===== config.mk =====
export PLATFORM = sky130hd
export DESIGN_NAME = mc_controller
export DESIGN_NICKNAME = d
export VERILOG_FILES = /design/src/rtl/mc_controller.sv
export SDC_FILE = /design/constraint.sdc
export NUM_CORES = 1
export LEC_CHECK = 0
export CAP_MARGIN = 30
export CORE_UTILIZATION = 27
export DETAILED_ROUTE_END_ITERATION = 10
export MAX_ROUTING_LAYER = met4
export PLACE_DENSITY_LB_ADDON = 0.15
export SYNTH_ARGS = -nofsm -noshare
export SYNTH_HDL_FRONTEND = slang
export SYNTH_SLANG_ARGS = --single-unit

===== constraint.sdc =====
create_clock -name clk -period 2.1 [get_ports clk]
set_input_delay 0.315 -clock clk [delete_from_list [all_inputs] [get_ports clk]]
set_output_delay 0.315 -clock clk [all_outputs]
set_load 0.05 [all_outputs]

===== src/rtl/mc_controller.sv =====
// Multi-cycle main control FSM for the MIPS-lite core: FETCH/DECODE/EXEC/MEM/WB sequencing.
// Define MC_CONTROLLER_ILLEGAL_TRAP_EN to trap unsupported instructions in HALT.
module mc_controller #(
    parameter int PC_SRC_W = 2,
    parameter int STATE_W  = 3
) (
    input  logic                clk,
    input  logic                reset,
    input  logic [31:0]         Instr,
    input  logic                Zero,
    output logic [3:0]          ALUOp,
    output logic                ALUSrc,
    output logic                ExtOp,
    output logic                PC_En,
    output logic [PC_SRC_W-1:0] PC_Src,
    output logic                IR_En,
    output logic                MemWrite,
    output logic                RegWrite,
    output logic [1:0]          RegDst,
    output logic [1:0]          WD_Sel,
    output logic                Illegal,
    output logic [STATE_W-1:0]  State
);

    typedef enum logic [STATE_W-1:0] {
        FETCH  = STATE_W'(0),
        DECODE = STATE_W'(1),
        EXEC   = STATE_W'(2),
        MEM    = STATE_W'(3),
        WB     = STATE_W'(4),
        HALT   = STATE_W'(5)
    } state_t;

    localparam logic [3:0] ALU_ADD = 4'b0000;
    localparam logic [3:0] ALU_SUB = 4'b0001;
    localparam logic [3:0] ALU_OR  = 4'b0010;
    localparam logic [3:0] ALU_LUI = 4'b0011;
    localparam logic [3:0] ALU_SLL = 4'b0100;

    state_t state_q, state_d;

    logic [5:0] opcode;
    logic [5:0] funct;
    logic       is_r, is_addu, is_subu, is_sll, is_jr;
    logic       is_ori, is_lui, is_lw, is_sw, is_beq, is_jal;
    logic       is_supported;
    logic       unused_instr;

    assign opcode       = Instr[31:26];
    assign funct        = Instr[5:0];
    assign unused_instr = ^Instr[25:6];

    assign is_r    = (opcode == 6'b000000);
    assign is_addu = is_r && (funct == 6'b100001);
    assign is_subu = is_r && (funct == 6'b100011);
    assign is_sll  = is_r && (funct == 6'b000000);
    assign is_jr   = is_r && (funct == 6'b001000);
    assign is_ori  = (opcode == 6'b001101);
    assign is_lui  = (opcode == 6'b001111);
    assign is_lw   = (opcode == 6'b100011);
    assign is_sw   = (opcode == 6'b101011);
    assign is_beq  = (opcode == 6'b000100);
    assign is_jal  = (opcode == 6'b000011);

    assign is_supported = is_addu | is_subu | is_sll | is_jr | is_ori | is_lui |
                          is_lw | is_sw | is_beq | is_jal;

    logic [3:0]          alu_op_c;
    logic                alu_src_c, ext_op_c, pc_en_c, ir_en_c;
    logic                mem_write_c, reg_write_c, illegal_c;
    logic [PC_SRC_W-1:0] pc_src_c;
    logic [1:0]          reg_dst_c, wd_sel_c;

    always_ff @(posedge clk or posedge reset) begin
        if (reset) begin
            state_q <= FETCH;
        end else begin
            state_q <= state_d;
        end
    end

    always_comb begin
        state_d     = state_q;
        alu_op_c    = ALU_ADD;
        alu_src_c   = 1'b0;
        ext_op_c    = 1'b0;
        pc_en_c     = 1'b0;
        pc_src_c    = '0;
        ir_en_c     = 1'b0;
        mem_write_c = 1'b0;
        reg_write_c = 1'b0;
        reg_dst_c   = 2'b00;
        wd_sel_c    = 2'b00;
        illegal_c   = 1'b0;

        case (state_q)
            FETCH: begin
                ir_en_c  = 1'b1;
                pc_en_c  = 1'b1;
                state_d  = DECODE;
            end
            DECODE: begin
                if (is_jal) begin
                    // Link writes the already-incremented PC into $31 while jumping.
                    reg_write_c = 1'b1;
                    reg_dst_c   = 2'b10;
                    wd_sel_c    = 2'b10;
                    pc_en_c     = 1'b1;
                    pc_src_c    = PC_SRC_W'(2);
                    state_d     = FETCH;
                end else if (is_jr) begin
                    pc_en_c  = 1'b1;
                    pc_src_c = PC_SRC_W'(3);
                    state_d  = FETCH;
                end else if (is_supported) begin
                    state_d = EXEC;
                end else begin
`ifdef MC_CONTROLLER_ILLEGAL_TRAP_EN
                    state_d = HALT;
`else
                    state_d = FETCH;
`endif
                end
            end
            EXEC: begin
                state_d = FETCH;
                if (is_addu) begin
                    state_d = WB;
                end else if (is_subu) begin
                    alu_op_c = ALU_SUB;
                    state_d  = WB;
                end else if (is_sll) begin
                    alu_op_c = ALU_SLL;
                    state_d  = WB;
                end else if (is_ori) begin
                    alu_op_c  = ALU_OR;
                    alu_src_c = 1'b1;
                    state_d   = WB;
                end else if (is_lui) begin
                    alu_op_c  = ALU_LUI;
                    alu_src_c = 1'b1;
                    state_d   = WB;
                end else if (is_lw || is_sw) begin
                    alu_src_c = 1'b1;
                    ext_op_c  = 1'b1;
                    state_d   = MEM;
                end else if (is_beq) begin
                    alu_op_c = ALU_SUB;
                    if (Zero) begin
                        pc_en_c  = 1'b1;
                        pc_src_c = PC_SRC_W'(1);
                    end
                end
            end
            MEM: begin
                state_d = FETCH;
                if (is_sw) begin
                    mem_write_c = 1'b1;
                end else if (is_lw) begin
                    state_d = WB;
                end
            end
            WB: begin
                state_d = FETCH;
                if (is_addu || is_subu || is_sll) begin
                    reg_write_c = 1'b1;
                    reg_dst_c   = 2'b01;
                end else if (is_ori || is_lui) begin
                    reg_write_c = 1'b1;
                end else if (is_lw) begin
                    reg_write_c = 1'b1;
                    wd_sel_c    = 2'b01;
                end
            end
            HALT: begin
`ifdef MC_CONTROLLER_ILLEGAL_TRAP_EN
                illegal_c = 1'b1;
                state_d   = HALT;
`else
                state_d   = FETCH;
`endif
            end
            default: state_d = FETCH;
        endcase
    end

    // Async reset must silence the datapath at once, even though FETCH would drive IR_En/PC_En.
    assign ALUOp    = reset ? ALU_ADD : alu_op_c;
    assign ALUSrc   = reset ? 1'b0    : alu_src_c;
    assign ExtOp    = reset ? 1'b0    : ext_op_c;
    assign PC_En    = reset ? 1'b0    : pc_en_c;
    assign PC_Src   = reset ? '0      : pc_src_c;
    assign IR_En    = reset ? 1'b0    : ir_en_c;
    assign MemWrite = reset ? 1'b0    : mem_write_c;
    assign RegWrite = reset ? 1'b0    : reg_write_c;
    assign RegDst   = reset ? 2'b00   : reg_dst_c;
    assign WD_Sel   = reset ? 2'b00   : wd_sel_c;
    assign Illegal  = reset ? 1'b0    : illegal_c;
    assign State    = state_q;

endmodule


### Yosys cells after proc, flatten, opt, wreduce, memory -nomap -nowiden

Index checks and enable logic that the tools add are counted.

* register bits after elaboration: 3
* word-level logic and storage cells: 114
* output and inout bits: 20
* bits of input ports: 35

* reductions and logical operators: 11
* equality and inequality tests: 13
* mux-type cells: 80
* bitwise logic cells: 9

Operators by type and width (count)
* two-way mux 1 bit: 50
* two-way mux 3 bit: 10
* == test 6 bit, second input constant: 4
* two-way mux 2 bit: 12
* == test 6 x 4 -> 1 bit, second input constant: 3
* zero test 6 bit: 2
* case mux 2 bit (2 select lines): 3
* case mux 3 bit (4 select lines): 1
* bitwise OR 1 bit: 9
* two-way mux 4 bit: 2
* == test 3 x 2 -> 1 bit, second input constant: 2
* == test 6 x 2 -> 1 bit, second input constant: 1
* == test 6 x 3 -> 1 bit, second input constant: 1
* logical AND 1 bit: 4
* logical OR 1 bit: 4
* == test 3 x 1 -> 1 bit, second input constant: 1
* == test 3 bit, second input constant: 1
* zero test 3 bit: 1
* case mux 1 bit (3 select lines): 1
* case mux 1 bit (2 select lines): 1

### Depth between registers and ports, before layout

Gate-level depths: netlist of run 1.

* depth in word-level cells: 15
* depth in mapped cells: 5
* gate-level depth less buffers: 4

### Worst setup path before layout of run 1

No wires, ideal clock.

* kind: register -> output
* from: register state_q[0], in the netlist State[0]
* to: output RegWrite
* arrival: 3.470 ns
* cell stages (with the launch flop): 5
* buffers on the path: 1
* required time: 1.785 ns
* path slack: -1.685 ns
* cells stage by stage: dfrtp_1 > buf_2 > or3b_1 > nor4_1 > o21bai_1

* longest elaborated chain between the ends: 3
* elaborated cells on any way between the ends: 4
* classes of those cells: eq/ne: 2; mux: 2

RTL lines
* start: declaration: RTL line 40 `state_t state_q, state_d;`
* start signal: assignment: RTL line 78 `state_q <= state_d;`
* == test 3 bit or == test 3 x 1 -> 1 bit (tied branches): RTL line 96 `case (state_q)`
* case mux 1 bit (2 select lines) (*): RTL line 96
* two-way mux 1 bit (*): RTL line 195 `assign RegWrite = reset ? 1'b0 : reg_write_c;`
* end: declaration: RTL line 18 `output logic RegWrite,`

Mark *: on every way between the ends. The rest lies on a longest branch, timed or not.

### Final worst setup path of run 1

* from: input Instr[2]
* to: output ALUSrc

* longest elaborated chain between the ends: 7
* elaborated cells on any way between the ends: 11
* classes of those cells: eq/ne: 2; mux: 5; reduce/logical: 4

RTL lines
* start: declaration: RTL line 9 `input logic [31:0] Instr,`
* zero test 6 bit: RTL line 56 `assign is_sll = is_r && (funct == 6'b000000);`
* logical AND 1 bit: RTL line 56
* two-way mux 1 bit: RTL line 132 `end else if (is_sll) begin`
* two-way mux 1 bit: RTL line 129 `end else if (is_subu) begin`
* two-way mux 1 bit (*): RTL line 127 `if (is_addu) begin`
* two-way mux 1 bit (*): RTL line 96
* two-way mux 1 bit (*): RTL line 189 `assign ALUSrc = reset ? 1'b0 : alu_src_c;`
* end: declaration: RTL line 12 `output logic ALUSrc,`

Marked as above.

==> results of run 1 <==
-- routing by layer --
layer  part of all wire (%)  GRT usage [%]  routed length (um)  vias up
met1                     40          28.36                 994      385
met2                     53          49.12                1334       33
met4                    2.9          8.485                  73        0
met5                      0              -                   0        -
li1                       -              -                   -      400
met3                    3.8          6.122                  96        6
-- final cells by class --
cell class              count  area share (%)
repair buffers             69           48.77
flip-flops and latches      3           5.546
inverters                   3          0.7923
multi-input cells          61           40.85
clock buffers               4           1.849
well taps                  25           2.201
-- cell usage in the layout, fill, tap and decap left out, types with 2 or more instances in the layout --
| cell type | netlist | final |
|---|---|---|
| nand3_1 | 5 | 4 |
| nor2_4 | 0 | 4 |
| buf_6 | 0 | 5 |
| or3_4 | 0 | 3 |
| or4_4 | 1 | 2 |
| and3_1 | 2 | 2 |
| or3b_4 | 0 | 2 |
| clkbuf_2 | 0 | 3 |
| nor3_4 | 0 | 2 |
| buf_2 | 1 | 4 |
| nand2_1 | 4 | 4 |
| conb_1 | 1 | 2 |
| dfrtp_2 | 0 | 3 |
| nor3_1 | 7 | 2 |
| inv_1 | 3 | 3 |
| clkbuf_4 | 0 | 3 |
| buf_12 | 0 | 12 |
| nor4_4 | 0 | 3 |
| nor2_1 | 8 | 3 |
| buf_4 | 3 | 37 |
| nor3_2 | 0 | 3 |
| clkdlybuf4s50_1 | 0 | 5 |
| a21oi_1 | 4 | 2 |
-- final timing paths --
path | slack [ns] | start | endpoint
max in group asynchronous | 1.47 | reset | State[0]
worst min-delay path | 0.48 | reset | State[1]
worst min register to register | 0.59 | State[2] | State[0]
worst max-delay path | -0.02 | Instr[2] | ALUSrc
worst max register to register | 0.26 | State[1] | State[1]
min in group clk | 0.56 | Instr[29] | State[2]
-- tightest hold or removal path: stages --
cell and delay (ns):
clkdlybuf4s50_1 0.42, buf_4 0.20, inv_1 0.12
-- per-stage QoR --
stage	setup slack [ns]	hold slack [ns]
floorplan	-0.3877	0.3986
global placement	-0.3826	0.5226
detailed placement	-0.4004	0.5377
CTS	-0.0006093	0.4846
global route	-0.06159	0.5015
finish	-0.02239	0.4831
-- cells by family after synthesis --
family,after synthesis
flip-flops,3
other,1
AND/OR/NAND/NOR,45
AO/OA/AOI/OAI,14
buffers and inverters,8
-- repair_timing --
item / 4_1_cts / 5_1_grt
hold buffers: 0 / 0
endpoints found under the setup margin: 14 / 12
setup buffers: 10 / 4
pin swaps: 10 / 8
gates resized for setup: 53 / 18
-- report_power, final --
group          switching, W  internal [W]  leakage (nW)
combinational      0.000253      0.000224         0.531
clock             0.0000379     0.0000717        0.0150
sequential        0.0000127     0.0000717        0.0352
total              0.000303      0.000368         0.582
==> qor.yml, run 1 <==
run_status:
  outcome: "finished with violations"
  violations: "setup timing"
timing:
  fmax_ghz: 0.4712
  setup_viol: 3
  rsz0062_at_grt: "yes"
  period_share_pct: 101.1
  skew_ns: 0.005641
  setup_tns_ns: -0.03338
  finalCriticalPeriod_ns: 2.122
  slew_violations: 0
  worst_slack_ns: -0.02239
  hold_viol_final: 0
die:
  fp.dieH_um: 44.68
  die_width_um: 44.68
  fp.coreArea_sq_um: 1708
  ios: 55
  die_area_sq_um: 1996
  initial_core_util_pct: 28.79
  row_count: 15
worst_setup_path:
  cp_max_fo: 4
  cp_slowest_cell: "or4_4"
  required_ns: 1.78
  critPathLaunchType: "primary input"
  path_buf_inv: 2
  path_class: "primary input to output port"
  cp.arrival_ns: 1.81
  slowest_delay_ns: 0.55
  cp_top_family: "simple AND/OR/NAND/NOR gates"
  cp-end-kind: "output port"
  path_cells: "buf_8, or4_4, a2111oi_4, nand2b_4, a21oi_2, buf_6"
  cp.depth: 6
  reg2regPathDepth: 6
final_layout:
  syn_to_final_growth_pct: 189.1
  fin_area_sq_um: 1421
  final_core_util_pct: 83.22
  insertedDiodeCount: 0
  fillers: 94
  largest_reg_flops: 3
  fin_nets: 176
  layoutNonFillerInstCount: 165
  multiInputGateArea_sq_um: 580.6
  drive_gt1_share_pct: 72.14
  seq_area_sq_um: 78.83
global_route:
  grt-ovfl-total: 0
  grt_pass1_wl_mm: 3.712
  grt_max_degree: 9
  grt_usage_pct: 26.92
  grt_pass1_vias: 833
  antenna_found_initial: 0
route:
  drt-total-wl_mm: 2.499
  drt-wirelength-per-cell_um: 15.15
  drc: 0
  dr_total_vias: 824
  viasPerCell: 4.994
  drt_pass1_iterations: 4
  drtIter0Drc: 9
  ant_nets: 0
logic_synthesis:
  ys_top_cells_by_area: "dfrtp_1 15%, nor3_1 7.1%, nor2_1 6.1%, a2111oi_4 5.6%, nand3_1 5.1%"
  yosys.area.top_type_share_pct: 15.27
  synth_cell_types: 31
  synth_top_area_cell: "dfrtp_1"
  synth_top_flop_cell: "dfrtp_1"
  syn_area_sq_um: 491.7
  synthArstFlopShare_pct: 100.0
  yosysSeqAreaShare_pct: 15.27
  synth_seq_cells: 3
  muxShareOfSynthArea_pct: 0
  synth-adder-area-share_pct: 0
  synth_compound_area_share_pct: 23.92
  synth-simple-area-share_pct: 51.40
  syn_inst: 71
  synth-edff-count: 0
  synth_top_family_by_area: "simple AND/OR/NAND/NOR gates"
  avgSynthCellArea_sq_um: 6.926
  synth_xor_area_share_pct: 0
  synth.most_common_cell: "nor2_1"
  yosys_warnings: 0
  synth_common_cells: "8 x nor2_1, 7 x nor3_1, 5 x nand3_1"
power_and_ir_drop:
  power_w: 0.0006710
  powerDensity_nw_per_um2: 472.1
  peakVddDrop_v: 0.0003786
  leakage_nw: 0.5816
min_path:
  min-delay-path-class: "primary input to asynchronous set/reset pin"
clock_tree:
  cts-buffers-inserted: 3
  numClockSinks: 3
  clkLatencyLatePin_ns: 0.24
  cts_buffer_depth: 2
  cts-root-buf: "clkbuf_4"
  cts.htree.levels: 1
  path_clk_slew_ns: 0.04
  cts_tree: "yes"
placement:
  routabilityCongestion: 0.8845
  dp.cells: 147
  dp_hpwl_mm: 1.651
  portBuffers: 32
  place_area_sq_um: 1206
flow_run:
  maxCapViolCount: 0
No activity file was read; power rests on OpenSTA's default activity.
==> run 2: changes to the inputs <==
==> constraint.sdc (replaced) <==
create_clock -name clk -period 2.1 [get_ports clk]
set_input_delay 0.315 -clock clk [delete_from_list [all_inputs] [get_ports clk]]
set_output_delay 0.315 -clock clk [all_outputs]
set_load 0.02 [all_outputs]
==> qor.yml, run 2 (same netlist as run 1, synthesis figures left out) <==
route:
  viasPerCell: 4.944  # -1.0%
  ant_nets: 0  # unchanged
  drt_pass1_iterations: 4  # unchanged
  drc: 0  # unchanged
  dr_total_vias: 796  # -3.4%
  drt-wirelength-per-cell_um: 12.68  # -16%
  drtIter0Drc: 22  # +13
  drt-total-wl_mm: 2.042  # -18%
final_layout:
  largest_reg_flops: 3  # unchanged
  fin_area_sq_um: 1136  # -20%
  mostFrequentLayoutCell: "buf_4"
  most-common-layout-cells: "38 x buf_4, 8 x buf_2, 6 x clkdlybuf4s50_1, 5 x nand3_1, 5 x buf_6"
  drive_gt1_share_pct: 60.29  # -12 points
  layoutNonFillerInstCount: 161  # -2.4%
  syn_to_final_growth_pct: 131.0
  fin_nets: 172  # -2.3%
  fillers: 149  # +59%
  insertedDiodeCount: 0  # unchanged
run_status:
  violations: "setup timing"
  outcome: "finished with violations"
die:
  die_area_sq_um: 1996  # unchanged
  die_width_um: 44.68  # unchanged
  row_count: 15  # unchanged
  fp.dieH_um: 44.68  # unchanged
  initial_core_util_pct: 28.79  # unchanged
  ios: 55  # unchanged
  fp.coreArea_sq_um: 1708  # unchanged
worst_setup_path:
  cp_common_cell: "buf_4"
  cp_top_family: "simple AND/OR/NAND/NOR gates"
  cp.arrival_ns: 1.87  # +0.06 ns
  cp_max_fo: 6  # +2
  required_ns: 1.78  # about the same
  cp-end-kind: "output port"
  slowest_delay_ns: 0.58  # +0.03 ns
  path_cells: "buf_8, or4_4, a2111oi_4, buf_4, a211oi_2, o21bai_1, buf_4"
  cp_slowest_cell: "or4_4"
  path_buf_inv: 3  # +1
  path_class: "primary input to output port"
  critPathLaunchType: "primary input"
power_and_ir_drop:
  power_w: 0.0005180  # -23%
  powerDensity_nw_per_um2: 455.9  # -3.4%
  leakage_nw: 0.5147  # -11%
  peakVddDrop_v: 0.0002933  # -23%
clock_tree:
  cts.htree.levels: 1  # unchanged
  clkLatencyLatePin_ns: 0.24  # about the same
  numClockSinks: 3  # unchanged
  path_clk_slew_ns: 0.04  # about the same
  cts_tree: "yes"
  cts-root-buf: "clkbuf_4"
  cts-buffers-inserted: 3  # unchanged
  cts_buffer_depth: 2  # unchanged
global_route:
  grt_pass1_vias: 771  # -7.4%
  antenna_found_initial: 0  # unchanged
  grt_usage_pct: 21.80  # -5.1 points
  grt_max_degree: 9  # unchanged
  grt_pass1_wl_mm: 3.146  # -15%
  grt-ovfl-total: 0  # unchanged
min_path:
  min-delay-path-class: "primary input to asynchronous set/reset pin"
timing:
  skew_ns: 0.007715  # +0.002074 ns
  setup_tns_ns: -0.2495  # -0.2162 ns
  rsz0062_at_grt: "yes"
  setup_viol: 5  # +2
  hold_ws_ns: 0.4768  # -0.006266 ns
  finalCriticalPeriod_ns: 2.189  # +0.06695 ns
  period_share_pct: 104.3  # +3.2 points
  slew_violations: 0  # unchanged
  fmax_ghz: 0.4568  # -3.1%
  hold_viol_final: 0  # unchanged
  worst_slack_ns: -0.08934  # -0.06695 ns
placement:
  routabilityCongestion: 0.8615  # -2.6%
  dp_hpwl_mm: 1.522  # -7.8%
  dp.cells: 152  # +3.4%
  portBuffers: 32  # unchanged
  place_area_sq_um: 1046  # -13%
flow_run:
  maxCapViolCount: 0  # unchanged
==> run 2: tightest hold or removal path, stage by stage <==
cell             delay, ns
clkdlybuf4s50_1       0.42
buf_4                 0.19
inv_1                 0.13
==> run 2: report_power, final <==
part	total [W]	switching [W]	internal, W
registers	0.0000830	0.0000136	0.0000694
clock network	0.000103	0.0000319	0.0000714
logic	0.000332	0.000164	0.000167
total	0.000518	0.000210	0.000308
==> run 2: area by class of cell <==
type	instances	area, sq um	area share, %
repair buffers	65	516.7	45.48
multi-input cells	61	475.5	41.85
flip-flops and latches	3	75.07	6.608
well taps	25	31.28	2.753
clock buffers	4	26.28	2.313
inverters	3	11.26	0.9912
==> run 2: path summary, 6_finish.rpt <==
check,slack (ns),from,endpoint,cells past startpoint
min,0.48,reset,State[1],3
max reg2reg,0.42,State[1],State[1],5
min in group clk,0.56,Instr[29],State[2],5
min reg2reg,0.60,State[2],State[0],2
max,-0.09,Instr[31],RegWrite,7
max in group asynchronous,1.48,reset,State[0],3
==> run 2: routing by layer <==
| metal | up-vias | track usage [%] | part of all wire, % |
|---|---|---|---|
| met4 | 0 | 9.697 | 0 |
| li1 | 395 | - | - |
| met3 | 0 | 2.041 | 4.0 |
| met5 | - | - | 0 |
| met2 | 22 | 39.12 | 54 |
| met1 | 379 | 24.14 | 41 |
==> run 2: timing repair <==
action / 4_1_cts / 5_1_grt
gates resized for setup: 98 / 29
pin swaps: 7 / 6
endpoints found under the setup margin: 14 / 14
hold endpoints to repair: 0 / 0
gates cloned: 0 / 0
buffers inserted: 2 / 3
hold buffers: 0 / 0
==> run 2: stage by stage <==
stage | utilization [%] | worst slack [ns]
after floorplan | - | -0.02796
after global placement | 61.25 | -0.7837
after detailed placement | 61.25 | -0.8518
after CTS | 62.86 | -0.05106
after global routing | 66.52 | -0.1647
final | 66.52 | -0.08934
==> run 3: changes to the inputs <==
--- a/config.mk
+++ b/config.mk
@@ -5,8 +5,10 @@
 export SDC_FILE = /design/constraint.sdc
 export NUM_CORES = 1
 export LEC_CHECK = 0
+export ABC_AREA = 1
 export CAP_MARGIN = 30
-export CORE_UTILIZATION = 27
+export CORE_UTILIZATION = 31
+export CTS_CLUSTER_DIAMETER = 80
 export DETAILED_ROUTE_END_ITERATION = 10
 export MAX_ROUTING_LAYER = met4
 export PLACE_DENSITY_LB_ADDON = 0.15
==> qor.yml, run 3 <==
timing:
  worst_slack_ns: 0.1264  # +0.2158 ns
  slew_violations: 0  # unchanged
  hold_ws_ns: 0.4992  # +0.02236 ns
  finalCriticalPeriod_ns: 1.974  # -0.2158 ns
  period_share_pct: 93.98  # -10 points
  rsz0062_at_grt: "no"
  setup_viol: 0  # -5
  hold_viol_final: 0  # unchanged
  fmax_ghz: 0.5067  # +11%
  skew_ns: 0.004993  # -0.002722 ns
logic_synthesis:
  syn_inst: 104  # +46%
  syn_area_sq_um: 614.3  # +25%
  yosysSeqAreaShare_pct: 12.22  # -3.0 points
  ys_top_cells_by_area: "dfrtp_1 12%, inv_1 12%, nand2_1 11%, nor2_1 11%, nand3_1 6.5%"
  synth_top_flop_cell: "dfrtp_1"
  yosys.area.top_type_share_pct: 12.22  # -3.0 points
  synth-edff-count: 0  # unchanged
  synth_cell_types: 24  # -23%
  yosys_warnings: 0  # unchanged
  synthArstFlopShare_pct: 100.0  # unchanged
  synth.most_common_cell: "inv_1"
  synth_top_area_cell: "dfrtp_1"
  synth_common_cells: "19 x inv_1, 18 x nand2_1, 18 x nor2_1"
  synth_seq_cells: 3  # unchanged
  avgSynthCellArea_sq_um: 5.907  # -15%
clock_tree:
  hold_buffers: 0  # unchanged
  cts.htree.levels: 1  # unchanged
  numClockSinks: 3  # unchanged
  cts_buffer_depth: 2  # unchanged
  cts-root-buf: "clkbuf_4"
  cts_tree: "yes"
  clkLatencyLatePin_ns: 0.24  # about the same
  path_clk_slew_ns: 0.04  # about the same
  cts-buffers-inserted: 3  # unchanged
worst_setup_path:
  path_cells: "clkdlybuf4s50_1, nor2_1, nand2_1, nor2_2, nand2_4, buf_4, nor3b_2, buf_2"
  required_ns: 1.78  # about the same
  crit_start: "Instr[3]"
  cp-end-kind: "output port"
  r2r_start: "State[2]"
  critPathLaunchType: "primary input"
  cp_max_fo: 3  # -3
  slowest_delay_ns: 0.45  # -0.13 ns
  cp.arrival_ns: 1.66  # -0.21 ns
  cp_slowest_cell: "clkdlybuf4s50_1"
  path_class: "primary input to output port"
power_and_ir_drop:
  peakVddDrop_v: 0.0003191  # +8.8%
  combPwrFrac_pct: 55.5  # -8.5 points
  internal_power_w: 0.0002405  # -22%
  powerDensity_nw_per_um2: 385.6  # -15%
  p_sw_share_pct: 41.91  # +1.4 points
  share_seq_of_total_power_pct: 20.1  # +4.1 points
  p_clk_share_pct: 24.4  # +4.5 points
  leakage_nw: 0.6310  # +23%
  p_sw_w: 0.0001735  # -17%
final_layout:
  layoutNonFillerInstCount: 179  # +11%
  drive_gt1_share_pct: 35.06  # -25 points
  most-common-layout-cells: "18 x inv_1, 18 x nand2_1, 17 x buf_4, 15 x nor2_1, 10 x clkdlybuf4s50_1"
  fin_nets: 190  # +10%
  final_core_util_pct: 60.21  # -6.3 points
  insertedDiodeCount: 0  # unchanged
  largest_reg_flops: 3  # unchanged
  syn_to_final_growth_pct: 74.75
  fillers: 177  # +19%
run_status:
  outcome: "finished, final reports clean"
placement:
  portBuffers: 32  # unchanged
  routabilityCongestion: 0.7575  # -12%
  dp_slack_ns: -0.4094  # +0.4424 ns
  dp_hpwl_mm: 1.388  # -8.8%
  dp.cells: 172  # +13%
route:
  drt_pass1_iterations: 5  # +1
  dr_total_vias: 808  # +1.5%
  drt-wirelength-per-cell_um: 9.447  # -26%
  ant_nets: 0  # unchanged
  drc: 0  # unchanged
  drt-total-wl_mm: 1.691  # -17%
  viasPerCell: 4.514  # -8.7%
  drtIter0Drc: 17  # -23%
die:
  die_width_um: 46.52  # +4.1%
  fp.coreArea_sq_um: 1783  # +4.4%
  initial_core_util_pct: 34.46  # +5.7 points
  ios: 55  # unchanged
  row_count: 15  # unchanged
  die_area_sq_um: 2164  # +8.4%
  fp.dieH_um: 46.52  # +4.1%
global_route:
  grt_max_degree: 7  # -2
  antenna_found_initial: 0  # unchanged
  grt-ovfl-total: 0  # unchanged
  grt_usage_pct: 19.00  # -2.8 points
  grt_pass1_wl_mm: 2.918  # -7.2%
  grt_pass1_vias: 737  # -4.4%
flow_run:
  maxCapViolCount: 0  # unchanged
min_path:
  min-delay-path-class: "primary input to asynchronous set/reset pin"
-- run 3: cell types whose count changed after synthesis, sizes merged, moves of 3 or more --
cell and change:
nand3 +6, nand4 +6, nand2 +21, inv +16
or3 -3, nor2 +16, nor4 -3, nor3 -5
-- run 3: kinds of logic (layout without fill, tap and decap cells) --
| kind of cell | after synthesis | in the layout | synth area share [%] |
|---|---|---|---|
| other | 1 | 2 | 0.6104 |
| AO/OA/AOI/OAI | 5 | 5 | 5.297 |
| flip-flops | 3 | 3 | 12.22 |
| AND/OR/NAND/NOR | 72 | 72 | 65.99 |
| buffers and inverters | 23 | 72 | 15.89 |
-- run 3: final cells by class --
type	count	area, sq um	area share [%]
timing repair buffer	48	397.9	37.06
clock buffer	4	26.28	2.448
inverter	20	75.07	6.993
sequential	3	75.07	6.993
multi-input combinational	79	467.9	43.59
tap	25	31.28	2.914
-- run 3: final timing paths --
path                            end  slack (ns)  cells past startpoint
max in group asynchronous  State[1]        1.50                      3
hold reg to reg            State[2]        0.65                      2
hold / removal             State[2]        0.50                      3
setup / recovery           ALUOp[1]        0.13                      8
min in group clk           State[1]        0.62                      6
setup reg to reg           State[1]        1.01                      4
-- run 3: power by group through the flow --
stage / sequential (W) / clock (W) / combinational [W]
after floorplan: 0.0000957 / 0 / 0.000109
after global placement: 0.0000835 / 0 / 0.000226
after detailed placement: 0.0000833 / 0 / 0.000227
after CTS: 0.0000827 / 0.000106 / 0.000231
after global routing: 0.0000858 / 0.000113 / 0.000260
final: 0.0000831 / 0.000101 / 0.000230
-- run 3: per-layer routing --
layer	vias up	wire [um]	GRT usage, %
li1	428	-	-
met1	352	807	25.75
met2	26	790	29.17
met3	2	77	3.529
met4	0	15	3.529
met5	-	0	-
-- run 3: worst max-delay path, delay by kind of cell --
| kind | cells | cell delay, ns |
|---|---|---|
| buffers and inverters | 3 | 0.73 |
| AND/OR/NAND/NOR | 5 | 0.61 |
-- run 3: through the flow --
step	total power [W]	TNS, ns	area [sq um]
2_1_floorplan	0.0002046	0	618.1
3_3_place_gp	0.0003097	-4.165	1045
3_5_place_dp	0.0003102	-4.531	1045
4_1_cts	0.0004194	0	1089
5_1_grt	0.0004588	0	1074
6_report	0.0004139	0	1074
-- run 3: what timing repair did --
action                     CTS  global route
gates resized for setup     36            20
setup endpoints to repair   14            12
buffers inserted             3             0
pin swaps                    4             5
